### config.mk
export PLATFORM = sky130hd
export DESIGN_NAME = screen_fill_dma
export DESIGN_NICKNAME = d
export VERILOG_FILES = /design/src/rtl/screen_fill_dma.sv
export SDC_FILE = /design/constraint.sdc
export NUM_CORES = 1
export LEC_CHECK = 0
export ABC_AREA = 1
export ABC_CLOCK_PERIOD_IN_PS = 2050
export CORE_MARGIN = 2
export CORE_UTILIZATION = 46
export DETAILED_ROUTE_END_ITERATION = 16
export PLACE_DENSITY = 0.92
export SKIP_LAST_GASP = 1
export SYNTH_ARGS = -nofsm -noshare
export SYNTH_HDL_FRONTEND = slang
export SYNTH_SLANG_ARGS = --single-unit
### constraint.sdc
create_clock -name clk -period 2.05 [get_ports clk]
set_clock_uncertainty 0.2 [all_clocks]
set_input_delay 0.205 -clock clk [delete_from_list [all_inputs] [get_ports clk]]
set_output_delay 0.205 -clock clk [all_outputs]
set_load 0.02 [all_outputs]
### src/rtl/screen_fill_dma.sv
// Screen fill DMA: writes alternating fill patterns over a band of scanlines,
// giving the screen memory port to the CPU on any cycle it asks for it.
module screen_fill_dma #(
    parameter int WORDS_PER_ROW = 32,
    parameter int NUM_ROWS      = 256
) (
    input  logic        clk,
    input  logic        reset,
    input  logic        start,
    input  logic        abort,
    input  logic [15:0] pattern_a,
    input  logic [15:0] pattern_b,
    input  logic [7:0]  start_row,
    input  logic [8:0]  row_count,
    input  logic        cpu_req,
    input  logic        cpu_load,
    input  logic [12:0] cpu_address,
    input  logic [15:0] cpu_in,
    output logic        scr_load,
    output logic [12:0] scr_address,
    output logic [15:0] scr_in,
    output logic        busy,
    output logic        done
);
    localparam int               COL_W    = (WORDS_PER_ROW > 1) ? $clog2(WORDS_PER_ROW) : 1;
    localparam logic [COL_W-1:0] COL_LAST = COL_W'(WORDS_PER_ROW - 1);
    localparam logic [8:0]       ROWS_MAX = 9'(NUM_ROWS);

    typedef enum logic [1:0] {
        IDLE = 2'd0,
        RUN  = 2'd1,
        DONE = 2'd2
    } state_t;

    state_t           state_q, state_d;
    logic [15:0]      pat_a_q, pat_a_d;
    logic [15:0]      pat_b_q, pat_b_d;
    logic [7:0]       row_q, row_d;
    logic [8:0]       rows_left_q, rows_left_d;
    logic             rel_odd_q, rel_odd_d;
    logic [COL_W-1:0] col_q, col_d;
    logic             busy_q, busy_d;
    logic             done_q, done_d;

    logic [8:0]       count_clamped_s;
    logic             dma_write_s;
    logic [12:0]      dma_addr_s;
    logic [15:0]      dma_data_s;

    assign busy = busy_q;
    assign done = done_q;

    // Row-major screen address; 13-bit arithmetic gives the mod-8192 wrap for free.
    assign dma_addr_s      = 13'(row_q) * 13'(WORDS_PER_ROW) + 13'(col_q);
    assign dma_data_s      = rel_odd_q ? pat_b_q : pat_a_q;
    assign count_clamped_s = (row_count > ROWS_MAX) ? ROWS_MAX : row_count;

    // State and datapath registers.
    always_ff @(posedge clk or posedge reset) begin
        if (reset) begin
            state_q     <= IDLE;
            pat_a_q     <= 16'h0000;
            pat_b_q     <= 16'h0000;
            row_q       <= 8'd0;
            rows_left_q <= 9'd0;
            rel_odd_q   <= 1'b0;
            col_q       <= '0;
            busy_q      <= 1'b0;
            done_q      <= 1'b0;
        end else begin
            state_q     <= state_d;
            pat_a_q     <= pat_a_d;
            pat_b_q     <= pat_b_d;
            row_q       <= row_d;
            rows_left_q <= rows_left_d;
            rel_odd_q   <= rel_odd_d;
            col_q       <= col_d;
            busy_q      <= busy_d;
            done_q      <= done_d;
        end
    end

    // Next-state logic: latch on start, step one word per free RUN cycle.
    always_comb begin
        state_d     = state_q;
        pat_a_d     = pat_a_q;
        pat_b_d     = pat_b_q;
        row_d       = row_q;
        rows_left_d = rows_left_q;
        rel_odd_d   = rel_odd_q;
        col_d       = col_q;
        dma_write_s = 1'b0;

        case (state_q)
            IDLE: begin
                if (start && !abort) begin
                    pat_a_d     = pattern_a;
                    pat_b_d     = pattern_b;
                    row_d       = start_row;
                    rows_left_d = count_clamped_s;
                    rel_odd_d   = 1'b0;
                    col_d       = '0;
                    if (count_clamped_s == 9'd0) begin
                        state_d = DONE;
                    end else begin
                        state_d = RUN;
                    end
                end else begin
                    state_d = IDLE;
                end
            end
            RUN: begin
                if (abort) begin
                    state_d = IDLE;
                end else if (cpu_req) begin
                    // CPU owns the port this cycle; every counter holds.
                    state_d = RUN;
                end else begin
                    dma_write_s = 1'b1;
                    if (col_q == COL_LAST) begin
                        col_d       = '0;
                        row_d       = row_q + 8'd1;
                        rel_odd_d   = ~rel_odd_q;
                        rows_left_d = rows_left_q - 9'd1;
                        if (rows_left_q == 9'd1) begin
                            state_d = DONE;
                        end else begin
                            state_d = RUN;
                        end
                    end else begin
                        col_d   = col_q + COL_W'(1);
                        state_d = RUN;
                    end
                end
            end
            DONE: begin
                state_d = IDLE;
            end
            default: begin
                state_d = IDLE;
            end
        endcase

        busy_d = (state_d == RUN);
        done_d = (state_d == DONE);
    end

    // Screen port mux: CPU first, then DMA, else idle with CPU address for reads.
    always_comb begin
        scr_load    = 1'b0;
        scr_address = cpu_address;
        scr_in      = cpu_in;
        if (cpu_req) begin
            scr_load    = cpu_load;
            scr_address = cpu_address;
            scr_in      = cpu_in;
        end else if (dma_write_s) begin
            scr_load    = 1'b1;
            scr_address = dma_addr_s;
            scr_in      = dma_data_s;
        end else begin
            scr_load    = 1'b0;
            scr_address = cpu_address;
            scr_in      = cpu_in;
        end
    end

endmodule

==> results.md <==
- Clock share of power: 26.6%
- Hold Startpoint: pattern_a[11]
- Synthesized area per cell: 6.87 um^2
- IO Count: 116
- Critical Path RT: 1640 ps
- Hold Path Depth: 3
- Max-cap violations: 0
- Core area: 7210 um^2
- Die X: 90.3 um
- Layout fillers: 546
- Count leader, synth: nand2_1
- Area leader, netlist: dfrtp_1
- Setup WS post-layout: -21.2 ps
- Cell Pwr Density: 843 nW/um^2
- Inserted Clock Buffers: 9
- Largest net degree at the start of global routing: 37
- Num rows: 31
- Sequential share of power: 39.1%
- Placer Congestion: 0.877
- CP Capture Type: output pin
- Worst reg-to-reg path cell count: 11
- Fraction of layout cells with a size suffix above 1: 13.7%
- Seq/Total Area, Yosys: 43.1%
- Post-Route WL: 10,400 um
- Tcrit/Tclk final: 101%
- Area grow syn2layout: 47.1%
- Synth top area share: 43.1%
- NetSw: 0.00151 W
- Die area: 8160 um^2
- # port buffers: 115
- Gr ovfl total: 0
- Ant. Diodes: 0
- Worst Hold Endpoint: pat_a_q[11]$_DFFE_PP0P_
- Tmin final: 2070 ps
- Endpoints failing setup: 3
- Synthesis Warnings: 0
- Worst-path clk slew: 60 ps
- Crit path kind: input port to output pin
- Internal power: 0.00275 W
- Max_slew headroom: 72.0%
- Clock latency at the later pin of the worst-skew pair: 340 ps
- Synth area leaders: dfrtp_1 43%, nand2_1 23%, nor2_1 6.5%, o21ai_0 4.1%, inv_1 3.7%
- CTS tree: built
- Die height: 90.3 um
- Fin Setup TNS: -44.1 ps
- Pre-antenna DRT Iters: 5
- Syn Nets: 588
- Synth top cells by count: 213 x nand2_1, 59 x dfrtp_1, 59 x nor2_1
- Upper clock frequency limit: 483 MHz
- DP Wirelength: 7310 um
- GR Util All Layers: 25.6%
- Final hold vios: 0
- Post-synth EDFFs: 0
- Max IR drop VDD: 0.477 mV
- Asr flop ratio synth: 100%
- Crit-path max FO: 6
- Bufs on Longest Clock Path: 2
- First-pass GRT wire length: 16,900 um
- Failing checks: negative setup slack
- Initial antenna violation count: 0
- Critical path startpoint: cpu_req
- Starting density of the core: 47.5%
- Min-Delay Path Class: input port to flop
- H-tree depth: 3
- Final-stage net count: 719
- Switching share of power: 35.4%
- Cells after Synth: 499
- CTS Sinks: 59
- Pleak: 2.50 nW
- #FFs+latches synth: 59
- DR DRC count: 0
- Post-Syn Area: 3430 um^2
- Post-synth cell types: 27
- Reg2Reg Setup Slack: 140 ps
- Worst Tran Pin Value: 420 ps
- Status: complete, but fails checks
- Main synth FF type: dfrtp_1
- Routed via count: 3,758
- Wirelength per Cell: 14.3 um
- Vias in the first global route: 3,714
- Worst Setup Start Kind: input port
- Max-slew violations: 0
- RR Startpoint: col_q[1]$_DFFE_PP0P_
- Final design utilization: 69.9%
- Vias/cell: 5.13
- Root buf cell: clkbuf_8
- Worst reg2reg path endpoint: rows_left_q[5]$_DFFE_PP0P_
- WP data arrival: 1670 ps
- Gate power share: 34.3%
- Final ANT Viol Nets: 0
- Iter 0 DRT Violations: 269
- RSZ-0062 raised after global routing: yes
-- how the worst max path moves through the flow --
| stage | slack (ps) | end |
|---|---|---|
| after global routing | -60 | scr_in[5] |
| final | -20 | scr_in[5] |
| after CTS | -160 | scr_in[5] |
| after global placement | -290 | scr_in[3] |
| after floorplan | 170 | scr_address[0] |
| after detailed placement | -350 | scr_in[8] |
-- cell usage in the layout, fill, tap and decap left out, types with 3 or more instances in the layout --
cell type          n
a21oi_1           11
a31oi_1           16
buf_12             6
buf_2              9
buf_4             23
clkbuf_16          3
clkbuf_2           9
clkbuf_8          13
clkdlybuf4s15_2    3
clkdlybuf4s50_1   85
dfrtp_1           58
ha_1               3
inv_1             33
inv_2              4
nand2_1          212
nand2_4            4
nand3_1           19
nand4_1            3
nor2_1            59
nor3_1             3
o21ai_0           28
o21ai_1           11
-- what timing repair did --
action                                 CTS  global route
gates resized for setup                112            40
setup endpoints to repair               30            39
setup buffers                            0             1
pin swaps                                0             2
hold buffers                             1             0
endpoints found under the hold margin   15             0
cloned                                   0             3
-- worst max-delay path, stage by stage --
cell and delay (ps):
clkdlybuf4s50_1 420, nor2_1 270, nand2_4 120, inv_6 100
buf_12 120, nor2_1 40, a31oi_1 190, buf_4 180
-- cell type report --
class / count / area [um^2] / share of cell area, %
clock buffer: 14 / 183 / 3.62
sequential: 59 / 1480 / 29.3
multi-input combinational: 380 / 1700 / 33.8
inverter: 39 / 151 / 3.00
clock inverter: 1 / 30.0 / 0.596
tap: 99 / 124 / 2.46
timing repair buffer: 141 / 1370 / 27.2
-- kinds of logic after synthesis --
| group | Yosys count | share of synthesized area, % |
|---|---|---|
| adder cells (fa/ha/maj) | 5 | 1.83 |
| XOR/XNOR | 2 | 0.511 |
| buffers and inverters | 60 | 7.89 |
| AO/OA/AOI/OAI | 69 | 10.9 |
| flip-flops | 59 | 43.1 |
| AND/OR/NAND/NOR | 304 | 35.8 |
-- flip-flops by register name, indices dropped and copies added, names as in the netlist --
signal and count:
busy 1, state_q 2, rows_left_q 9, col_q 5, done 1, pat_a_q 16
row_q 8, rel_odd_q 1, pat_b_q 16
-- power by group through the flow --
stage / registers (W) / clock network (W) / logic [W]
global route: 0.00169 / 0.00119 / 0.00163
detailed placement: 0.00167 / 0 / 0.00143
CTS: 0.00165 / 0.00114 / 0.00141
floorplan: 0.00161 / 0 / 0.000896
finish: 0.00166 / 0.00113 / 0.00146
global placement: 0.00165 / 0 / 0.00137
-- per-layer routing --
layer / share of wire [%] / global-route usage [%] / wire (um) / vias to the layer above
li1: - / - / - / 1833
met1: 40 / 30.1 / 4150 / 1739
met2: 51 / 43.3 / 5290 / 151
met3: 5.5 / 5.84 / 577 / 35
met4: 4.1 / 14.5 / 425 / 0
met5: 0 / 0 / 0 / -
-- per-stage QoR --
stage | total power, W | cells | hold WS (ps) | setup WS (ps) | cell area [um^2]
after floorplan | 0.00251 | 499 | 115 | 172 | 3430
after global placement | 0.00302 | 713 | 263 | -294 | 4810
after detailed placement | 0.00310 | 713 | 265 | -346 | 4810
after CTS | 0.00421 | 729 | 188 | -158 | 4950
after global routing | 0.00452 | 733 | 200 | -63.2 | 5040
final | 0.00425 | 733 | 197 | -21.2 | 5040
Note: power is estimated with default switching activity, not from simulation.
==> patch (same settings) <==
Register the input `cpu_in` before use. The logic sees it one clock later. The other inputs are not delayed to match.
--- a/src/rtl/screen_fill_dma.sv
+++ b/src/rtl/screen_fill_dma.sv
@@ -33,2 +33,8 @@
     } state_t;
+
+    logic [15:0] cpu_q;
+
+    always_ff @(posedge clk) begin
+        cpu_q <= cpu_in;
+    end
 
@@ -151,3 +157,3 @@
         scr_address = cpu_address;
-        scr_in      = cpu_in;
+        scr_in      = cpu_q;
         if (cpu_req) begin
@@ -155,3 +161,3 @@
             scr_address = cpu_address;
-            scr_in      = cpu_in;
+            scr_in      = cpu_q;
         end else if (dma_write_s) begin
@@ -163,3 +169,3 @@
             scr_address = cpu_address;
-            scr_in      = cpu_in;
+            scr_in      = cpu_q;
         end
Formal check against the unedited RTL: not equivalent (Yosys sat finds a counterexample within 4 cycles, from zero or initial values and one cycle with reset high).
==> patch against the original RTL <==
The flow still finishes with violations (negative setup slack). Routed wire length rose by 4.6%. Cell area rose by 5.7%. Die area rose by 7.4%. Fmax fell by 0.71%. Total power rose by 12%. Setup slack got worse by 0.015 ns. Worst hold slack got worse by 0.20 ns. Sequential cell count rose by 16. Sequential power rose by 19%. Area after synthesis rose by 7.8%. Largest cell class is now sequential cells. Largest power group unchanged.
==> patch: results (changes against the original RTL) <==
* Vias in the first global route at 3,777 (was 3,714)
* Inverters at 33 (was 39)
* Grt met3 use at 0.0540 (was 0.0584)
* Endpoints failing setup at 6 (was 3)
* Worst Hold Class: primary input to async pin (was primary input to register)
* Final-layout clock buffer total at 10 (was 14)
* Violated checks: negative setup slack (unchanged)
* Clock power frac at 0.290 (was 0.266)
* Placed Area at 5120 um^2 (was 4810 um^2)
* Fillers at 586 (was 546)
* Most frequent cells after synthesis: nand2_1, dfrtp_1, nor2_1, inv_1, o21ai_0 (unchanged)
* Row count at 32 (was 31)
* NonClk Buf Share at 0.255 (was 0.272)
* Largest regs: cpu_q (16), pat_a_q (16), pat_b_q (16) (was pat_a_q (16), pat_b_q (16), rows_left_q (9))
* Non-clock buffers at 142 (was 141)
* Setup TNS at -0.114 ns (was -0.0441 ns)
* Area delta synth->final at 44.3% (was 47.1%)
* #MultiIn Comb at 368 (was 380)
* Pre-CTS setup slack at -0.489 ns (was -0.346 ns)
* DR WL met3 at 964 um (was 577 um)
* Storage element area at 1800 um^2 (was 1480 um^2)
* Register area share after synthesis at 0.486 (was 0.431)
* Post-synthesis xor/xnor area fraction at 0.00474 (was 0.00511)
* Cell count after synthesis at 496 (was 499)
* Via density at 5.28 (was 5.13)
* Netlist cell types at 31 (was 27)
* Fin worst setup slack at -0.0361 ns (was -0.0212 ns)
* GR Util met1 at 0.290 (was 0.301)
* Post-DP HPWL at 7.64 mm (was 7.31 mm)
* First-pass GRT wire length at 17.3 mm (was 16.9 mm)
* Fraction of area in clock buffers and inverters at 0.0453 (was 0.0422)
* Status: finished, violations left (unchanged)
* Seq cells at 75 (was 59)
* Total number of vias at 3,884 (was 3,758)
* Crit-path slowest cell: dfrtp_2 (was clkdlybuf4s50_1)
* Nets at 718 (was 719)
* Multi-input gate area at 1680 um^2 (was 1700 um^2)
* WL per Instance at 14.8 um (was 14.3 um)
* Leakage at 0.00260 uW (was 0.00250 uW)
patch: path summary, 6_finish.rpt:
check                            from    endpoint  slack, ns
max in group asynchronous       reset  pat_a_q[9]       1.11
min in group clk           cpu_in[12]   cpu_q[12]       0.10
setup / recovery           state_q[1]   scr_in[6]      -0.04
setup reg to reg             col_q[0]    col_q[2]       0.08
hold reg to reg            pat_b_q[3]  pat_b_q[3]       0.29
hold / removal                  reset    col_q[2]    0.00004
patch: power by group through the flow:
stage / Combinational [uW] / Clock [uW] / Sequential (uW)
2_1_floorplan: 846 / 0 / 1930
3_3_place_gp: 1330 / 0 / 1980
3_5_place_dp: 1390 / 0 / 2000
4_1_cts: 1370 / 1400 / 1970
5_1_grt: 1560 / 1460 / 2010
6_report: 1400 / 1380 / 1980
patch: repair_timing:
| action | in CTS | in global routing |
|---|---|---|
| endpoints found under the setup margin | 30 | 37 |
| resized for setup | 138 | 24 |
| setup buffers | 0 | 1 |
| pin swaps | 0 | 1 |
| gates cloned | 1 | 1 |
